### config.mk
export PLATFORM = sky130hd
export DESIGN_NAME = regbank_arbiter
export DESIGN_NICKNAME = d
export VERILOG_FILES = /design/src/rtl/regbank_pkg.sv /design/src/rtl/regbank_req_hold.sv /design/src/rtl/regbank_arbiter.sv
export SDC_FILE = /design/constraint.sdc
export NUM_CORES = 1
export LEC_CHECK = 0
export CELL_PAD_IN_SITES_DETAIL_PLACEMENT = 1
export CELL_PAD_IN_SITES_GLOBAL_PLACEMENT = 1
export CORE_MARGIN = 10
export CORE_UTILIZATION = 30
export CTS_BUF_LIST = sky130_fd_sc_hd__clkbuf_16
export DETAILED_ROUTE_END_ITERATION = 10
export PLACE_DENSITY_LB_ADDON = 0.08
export SLEW_MARGIN = 10
export SYNTH_ARGS = -nofsm -noshare
export SYNTH_HDL_FRONTEND = slang
export SYNTH_SLANG_ARGS = --single-unit
### constraint.sdc
create_clock -name clk -period 2.6 [get_ports clk]
set_clock_uncertainty 0.1 [all_clocks]
set_input_delay 0.26 -clock clk [delete_from_list [all_inputs] [get_ports clk]]
set_output_delay 0.26 -clock clk [all_outputs]
set_load 0.05 [all_outputs]
### src/rtl/regbank_pkg.sv
// rtl/regbank_pkg.sv - shared types and defaults for the register-bank arbiter
package regbank_pkg;

  localparam int ADDR_W_DEF = 8;
  localparam int DATA_W_DEF = 8;

  typedef enum logic [1:0] {
    REQ_NONE = 2'd0,
    REQ_RD   = 2'd1,
    REQ_WR   = 2'd2
  } req_t;

  typedef enum logic {
    SRC_I2C = 1'b0,
    SRC_AV  = 1'b1
  } src_t;

  typedef struct packed {
    req_t                  kind;
    logic [ADDR_W_DEF-1:0] addr;
    logic [DATA_W_DEF-1:0] data;
  } req_s;

  // A write outranks a read when a source raises both in the same cycle
  function automatic req_t decode_req(input logic wr, input logic rd);
    return wr ? REQ_WR : (rd ? REQ_RD : REQ_NONE);
  endfunction

endpackage

### src/rtl/regbank_req_hold.sv
// rtl/regbank_req_hold.sv - 1-deep I2C request hold register with sticky overflow flag
module regbank_req_hold
  import regbank_pkg::*;
#(
  parameter int ADDR_W = ADDR_W_DEF,
  parameter int DATA_W = DATA_W_DEF
) (
  input  logic              clk,
  input  logic              rst,
  input  logic              i_load,
  input  logic              i_drain,
  input  req_t              i_kind,
  input  logic [ADDR_W-1:0] i_addr,
  input  logic [DATA_W-1:0] i_data,
  output logic              o_valid,
  output req_t              o_kind,
  output logic [ADDR_W-1:0] o_addr,
  output logic [DATA_W-1:0] o_data,
  output logic              o_overflow
);

  logic              r_valid;
  req_t              r_kind;
  logic [ADDR_W-1:0] r_addr;
  logic [DATA_W-1:0] r_data;
  logic              r_overflow;

  // Capture an unserved request; drop it if the slot is busy and not emptying this cycle
  always_ff @(posedge clk) begin
    if (rst) begin
      r_valid    <= 1'b0;
      r_kind     <= REQ_NONE;
      r_addr     <= '0;
      r_data     <= '0;
      r_overflow <= 1'b0;
    end else if (i_load && r_valid && !i_drain) begin
      r_overflow <= 1'b1;
    end else if (i_load) begin
      r_valid <= 1'b1;
      r_kind  <= i_kind;
      r_addr  <= i_addr;
      r_data  <= i_data;
    end else if (i_drain) begin
      r_valid <= 1'b0;
    end
  end

  assign o_valid    = r_valid;
  assign o_kind     = r_kind;
  assign o_addr     = r_addr;
  assign o_data     = r_data;
  assign o_overflow = r_overflow;

endmodule

### src/rtl/regbank_arbiter.sv
// rtl/regbank_arbiter.sv - I2C/Avalon arbiter for a single-port register bank (option: REGBANK_WR_PROTECT_EN)
module regbank_arbiter
  import regbank_pkg::*;
#(
  parameter int              ADDR_W      = ADDR_W_DEF,
  parameter int              DATA_W      = DATA_W_DEF,
  parameter int              MAX_AV_WAIT = 4,
  parameter logic [ADDR_W-1:0] AV_WR_BASE = 8'h80
) (
  input  logic              clk,
  input  logic              rst,
  input  logic [ADDR_W-1:0] i2c_addr,
  input  logic [DATA_W-1:0] i2c_dataIn,
  input  logic              i2c_writeEn,
  input  logic              i2c_readReq,
  output logic [DATA_W-1:0] i2c_dataOut,
  output logic              i2c_rdValid,
  output logic              i2c_overflow,
  input  logic              avalon_read,
  input  logic              avalon_write,
  input  logic [ADDR_W-1:0] avalon_addr,
  input  logic [DATA_W-1:0] avalon_dataIn,
  output logic [DATA_W-1:0] avalon_dataOut,
  output logic              avalon_waitrequest,
  output logic              avalon_readdatavalid,
  output logic [ADDR_W-1:0] mem_addr,
  output logic [DATA_W-1:0] mem_wdata,
  output logic              mem_we,
  input  logic [DATA_W-1:0] mem_rdata
);

  localparam int               CNT_W   = $clog2(MAX_AV_WAIT + 1);
  localparam logic [CNT_W-1:0] CNT_MAX = CNT_W'(MAX_AV_WAIT);

  logic [CNT_W-1:0]  r_starve_cnt;
  logic              r_p1_i2c;
  logic              r_p1_av;

  req_t              w_new_kind;
  logic              w_new_valid;
  logic              w_held_valid;
  req_t              w_held_kind;
  logic [ADDR_W-1:0] w_held_addr;
  logic [DATA_W-1:0] w_held_data;
  req_t              w_cand_kind;
  logic [ADDR_W-1:0] w_cand_addr;
  logic [DATA_W-1:0] w_cand_data;
  logic              w_cand_valid;
  logic              w_av_req;
  logic              w_force;
  logic              w_av_grant;
  logic              w_i2c_grant;
  logic              w_load;
  logic              w_drain;
  logic              w_av_wr_ok;
  src_t              w_src;

  assign w_new_kind   = decode_req(i2c_writeEn, i2c_readReq);
  assign w_new_valid  = (w_new_kind != REQ_NONE);

  // The held request is older, so it is always the I2C candidate when present
  assign w_cand_kind  = w_held_valid ? w_held_kind : w_new_kind;
  assign w_cand_addr  = w_held_valid ? w_held_addr : i2c_addr;
  assign w_cand_data  = w_held_valid ? w_held_data : i2c_dataIn;
  assign w_cand_valid = w_held_valid | w_new_valid;

  assign w_av_req     = avalon_read | avalon_write;
  assign w_force      = (r_starve_cnt == CNT_MAX) & w_av_req;
  assign w_i2c_grant  = w_cand_valid & ~w_force;
  assign w_av_grant   = w_force | (~w_cand_valid & w_av_req);
  assign w_src        = w_av_grant ? SRC_AV : SRC_I2C;

  // A new request is served directly only when I2C wins and nothing is queued ahead of it
  assign w_load  = w_new_valid & ~(w_i2c_grant & ~w_held_valid);
  assign w_drain = w_i2c_grant & w_held_valid;

  assign avalon_waitrequest = w_av_req & ~w_av_grant;

`ifdef REGBANK_WR_PROTECT_EN
  assign w_av_wr_ok = (avalon_addr >= AV_WR_BASE);
`else
  logic w_unused_base;
  assign w_unused_base = ^AV_WR_BASE;
  assign w_av_wr_ok    = 1'b1;
`endif

  regbank_req_hold #(
    .ADDR_W (ADDR_W),
    .DATA_W (DATA_W)
  ) u_hold (
    .clk        (clk),
    .rst        (rst),
    .i_load     (w_load),
    .i_drain    (w_drain),
    .i_kind     (w_new_kind),
    .i_addr     (i2c_addr),
    .i_data     (i2c_dataIn),
    .o_valid    (w_held_valid),
    .o_kind     (w_held_kind),
    .o_addr     (w_held_addr),
    .o_data     (w_held_data),
    .o_overflow (i2c_overflow)
  );

  // Steer the single RAM port from whichever source holds the grant
  always_comb begin
    mem_addr  = w_cand_addr;
    mem_wdata = w_cand_data;
    mem_we    = w_i2c_grant & (w_cand_kind == REQ_WR);
    if (w_src == SRC_AV) begin
      mem_addr  = avalon_addr;
      mem_wdata = avalon_dataIn;
      mem_we    = avalon_write & w_av_wr_ok;
    end
  end

  // Count consecutive stalled Avalon cycles, saturating at the forced-grant threshold
  always_ff @(posedge clk) begin
    if (rst) begin
      r_starve_cnt <= '0;
    end else if (w_av_req && !w_av_grant) begin
      if (r_starve_cnt != CNT_MAX) r_starve_cnt <= r_starve_cnt + 1'b1;
    end else begin
      r_starve_cnt <= '0;
    end
  end

  // Two-stage read return: RAM data arrives one cycle after grant, then is registered out
  always_ff @(posedge clk) begin
    if (rst) begin
      r_p1_i2c             <= 1'b0;
      r_p1_av              <= 1'b0;
      i2c_dataOut          <= '0;
      i2c_rdValid          <= 1'b0;
      avalon_dataOut       <= '0;
      avalon_readdatavalid <= 1'b0;
    end else begin
      r_p1_i2c             <= w_i2c_grant & (w_cand_kind == REQ_RD);
      r_p1_av              <= w_av_grant & avalon_read & ~avalon_write;
      i2c_rdValid          <= r_p1_i2c;
      avalon_readdatavalid <= r_p1_av;
      if (r_p1_i2c) i2c_dataOut    <= mem_rdata;
      if (r_p1_av)  avalon_dataOut <= mem_rdata;
    end
  end

endmodule

==> results of run 1 <==
[registers in the layout, indices dropped and copies added, names as in the netlist]
name,flops
avalon_dataOut,8
r_p1_av,1
i2c_rdValid,1
i2c_dataOut,8
r_p1_i2c,1
avalon_readdatavalid,1
r_starve_cnt,3
u_hold.o_overflow,1
u_hold.o_addr,8
u_hold.o_valid,1
u_hold.o_kind,2
u_hold.o_data,8
[cells in the mapped netlist, types with 2 or more instances]
master / instances
a31oi_1: 2
buf_2: 2
buf_6: 2
clkbuf_1: 6
dfxtp_1: 43
dlygate4sd1_1: 3
ha_1: 2
inv_1: 4
mux2_2: 33
mux2i_1: 32
nand2_1: 34
nor2_1: 22
nor2b_1: 3
nor3_1: 2
o21ai_0: 4
or2_2: 2
[report_power, final]
part | internal, mW | total, mW | switching (mW)
registers | 0.670 | 0.679 | 0.00949
clock network | 0.453 | 0.713 | 0.260
logic | 0.155 | 0.340 | 0.185
[layout make-up]
cell class	instances	area, um^2	area share, %
flip-flops and latches	43	860.8	27.04
inverters	5	18.77	0.5896
clock inverters	3	43.79	1.376
repair buffers	89	853.3	26.81
well taps	96	120.1	3.774
clock buffers	5	125.1	3.931
multi-input cells	153	1161	36.48
[critical path, cell delays in order, from the launching register on]
cell and delay [ns]:
dfxtp_1 0.37, inv_1 0.06, ha_1 0.21, and2_1 0.21
o22ai_2 0.12, buf_4 0.25, mux2_2 0.36, buf_4 0.19
[worst paths after layout]
kind	from	end	slack, ns	cells past startpoint
setup reg to reg	r_starve_cnt[0]	u_hold.o_data[5]	0.78	6
setup / recovery	r_starve_cnt[0]	mem_addr[2]	0.18	7
hold / removal	u_hold.o_data[7]	u_hold.o_data[7]	0.36	2
hold reg to reg	u_hold.o_data[7]	u_hold.o_data[7]	0.36	2
[metrics by stage]
stage | cell area (um^2) | cells | worst slack (ns)
floorplan | 2142 | 215 | 0.4858
global placement | 3014 | 386 | 0.3289
detailed placement | 3014 | 386 | 0.2966
CTS | 3183 | 394 | 0.1604
global route | 3183 | 394 | 0.04606
finish | 3183 | 394 | 0.1796
[cell families after synthesis]
| kind of cell | after synthesis | synth area share [%] |
|---|---|---|
| AND/OR/NAND/NOR | 70 | 14.43 |
| multiplexers | 66 | 33.35 |
| flip-flops | 43 | 40.19 |
| buffers and inverters | 19 | 5.607 |
| AO/OA/AOI/OAI | 14 | 4.848 |
| adder cells (fa/ha/maj) | 2 | 1.168 |
| XOR/XNOR | 1 | 0.4090 |
[routing by layer]
layer | track usage (%) | part of all wire, % | up-vias
met1 | 12.26 | 46 | 832
met2 | 16.88 | 47 | 47
li1 | - | - | 899
met3 | 3.717 | 6.1 | 2
met5 | 0 | 0 | -
met4 | 2.684 | 0.63 | 0
==> flow_metrics.tcl, run 1 <==
set metrics [dict create \
    maxSlewHeadroom_pct 63.76 \
    synth_nets 263 \
    finalPower_mw 1.732 \
    hold_violations 0 \
    antennaDiodeCount 0 \
    viasPerCell 4.518 \
    drc 0 \
    synth_cells 215 \
    grt.overflow.total 0 \
    synth.cell_area_um2 2142 \
    irDropWorstVdd_uv 227.9 \
    die_w_um 104.5 \
    p_leak_nw 1.178 \
    antenna_found_initial 0 \
    worstSetupEndpointType "output pin" \
    cts_tree "yes" \
    min_path_type "reg -> reg" \
    gp_congestion 0.6974 \
    final_cell_mix "clkdlybuf4s50_1, dfxtp_1, nand2_1, mux2_2, mux2i_1" \
    cts_buffers 5 \
    worst_ep_arrival_time_ns 2.06 \
    fin_crit_ns 2.420 \
    nNetsFinal 345 \
    ys.flop_type "dfxtp_1" \
    post-cts-setup-buffers 0 \
    clock_latency_ns 0.28 \
    grt_pass1_vias 1935 \
    grt_pass1_wl_um 9556 \
    rows 30 \
    n_fill_cell 785 \
    io_pins 83 \
    coreArea_um2 6869 \
    fmax_ghz 0.4132 \
    initial_core_util_pct 31.18 \
    yosysTopAreaCell "dfxtp_1" \
    synth_edf_count 0 \
    rsz0062_at_grt "false" \
    dpl.hpwl_um 4453 \
    area_growth_pct 48.60 \
    outcome "complete, no violations" \
    cts_resized 0 \
    num_vias 1780 \
    max_cap_violations 0 \
    hold_slack_ns 0.3562 \
    dieArea_um2 10920 \
    wl_um 5683 \
    die_h_um 104.5 \
    cts_num_sinks 43 \
    yosys-top-cells-area "dfxtp_1, mux2_2, mux2i_1" \
    final_common_cell "clkdlybuf4s50_1" \
    portBuffers 82 \
    tightest_slew_ns 0.5429 \
    ys_ff_latch 43 \
    async_flop_share_pct 0 \
    synth.distinct_cells 35 \
    grt_max_degree 34 \
    yosysTopAreaCellShare_pct 40.19 \
    routedWlPerCell_um 14.42 \
    cts-root-buf "clkbuf_16" \
    dr.first_iter.drc_count 34 \
    grt_usage_pct 10.24 \
    seq_area_frac_synth_pct 40.19 \
    drv_slew 0 \
    period_share_pct 93.09 \
    startpoint_type "flip-flop" \
    worstPathRequired_ns 2.24 \
    finalSetupViolCount 0 \
    critPathKind "reg -> out" \
    powerDensity_nw_per_um2 544.1 \
    crit_fanout 16 \
    layout-drive-gt1-share_pct 23.83 \
    final_util_pct 46.34 \
    cts_buffer_depth 2 \
    htree_levels 2 \
    first_pass_iters 2 \
    yosys_warnings 0 \
    fin_tns_setup_ns 0 \
    clkTransAtPathRegs_ns 0.06 \
    ant_nets 0 \
    avgSynthCellArea_um2 9.963 \
    hold_buffers 0 \
]
(Power assumes the default switching activity.)
==> inputs of run 2 (changes only) <==
--- a/config.mk
+++ b/config.mk
@@ -12,7 +12,7 @@
 export CTS_BUF_LIST = sky130_fd_sc_hd__clkbuf_16
 export DETAILED_ROUTE_END_ITERATION = 10
 export PLACE_DENSITY_LB_ADDON = 0.08
-export SLEW_MARGIN = 10
+export SLEW_MARGIN = 5
 export SYNTH_ARGS = -nofsm -noshare
 export SYNTH_HDL_FRONTEND = slang
 export SYNTH_SLANG_ARGS = --single-unit
==> results of run 2 <==
The final DEF is identical to that of run 1; final timing and power are the same.
==> inputs of run 3 (changes only) <==
--- a/config.mk
+++ b/config.mk
@@ -11,6 +11,7 @@
 export CORE_UTILIZATION = 30
 export CTS_BUF_LIST = sky130_fd_sc_hd__clkbuf_16
 export DETAILED_ROUTE_END_ITERATION = 10
+export GPL_ROUTABILITY_DRIVEN = 0
 export PLACE_DENSITY_LB_ADDON = 0.08
 export SLEW_MARGIN = 5
 export SYNTH_ARGS = -nofsm -noshare
==> results of run 3 <==
The final DEF is identical to that of run 1; final timing and power are the same.
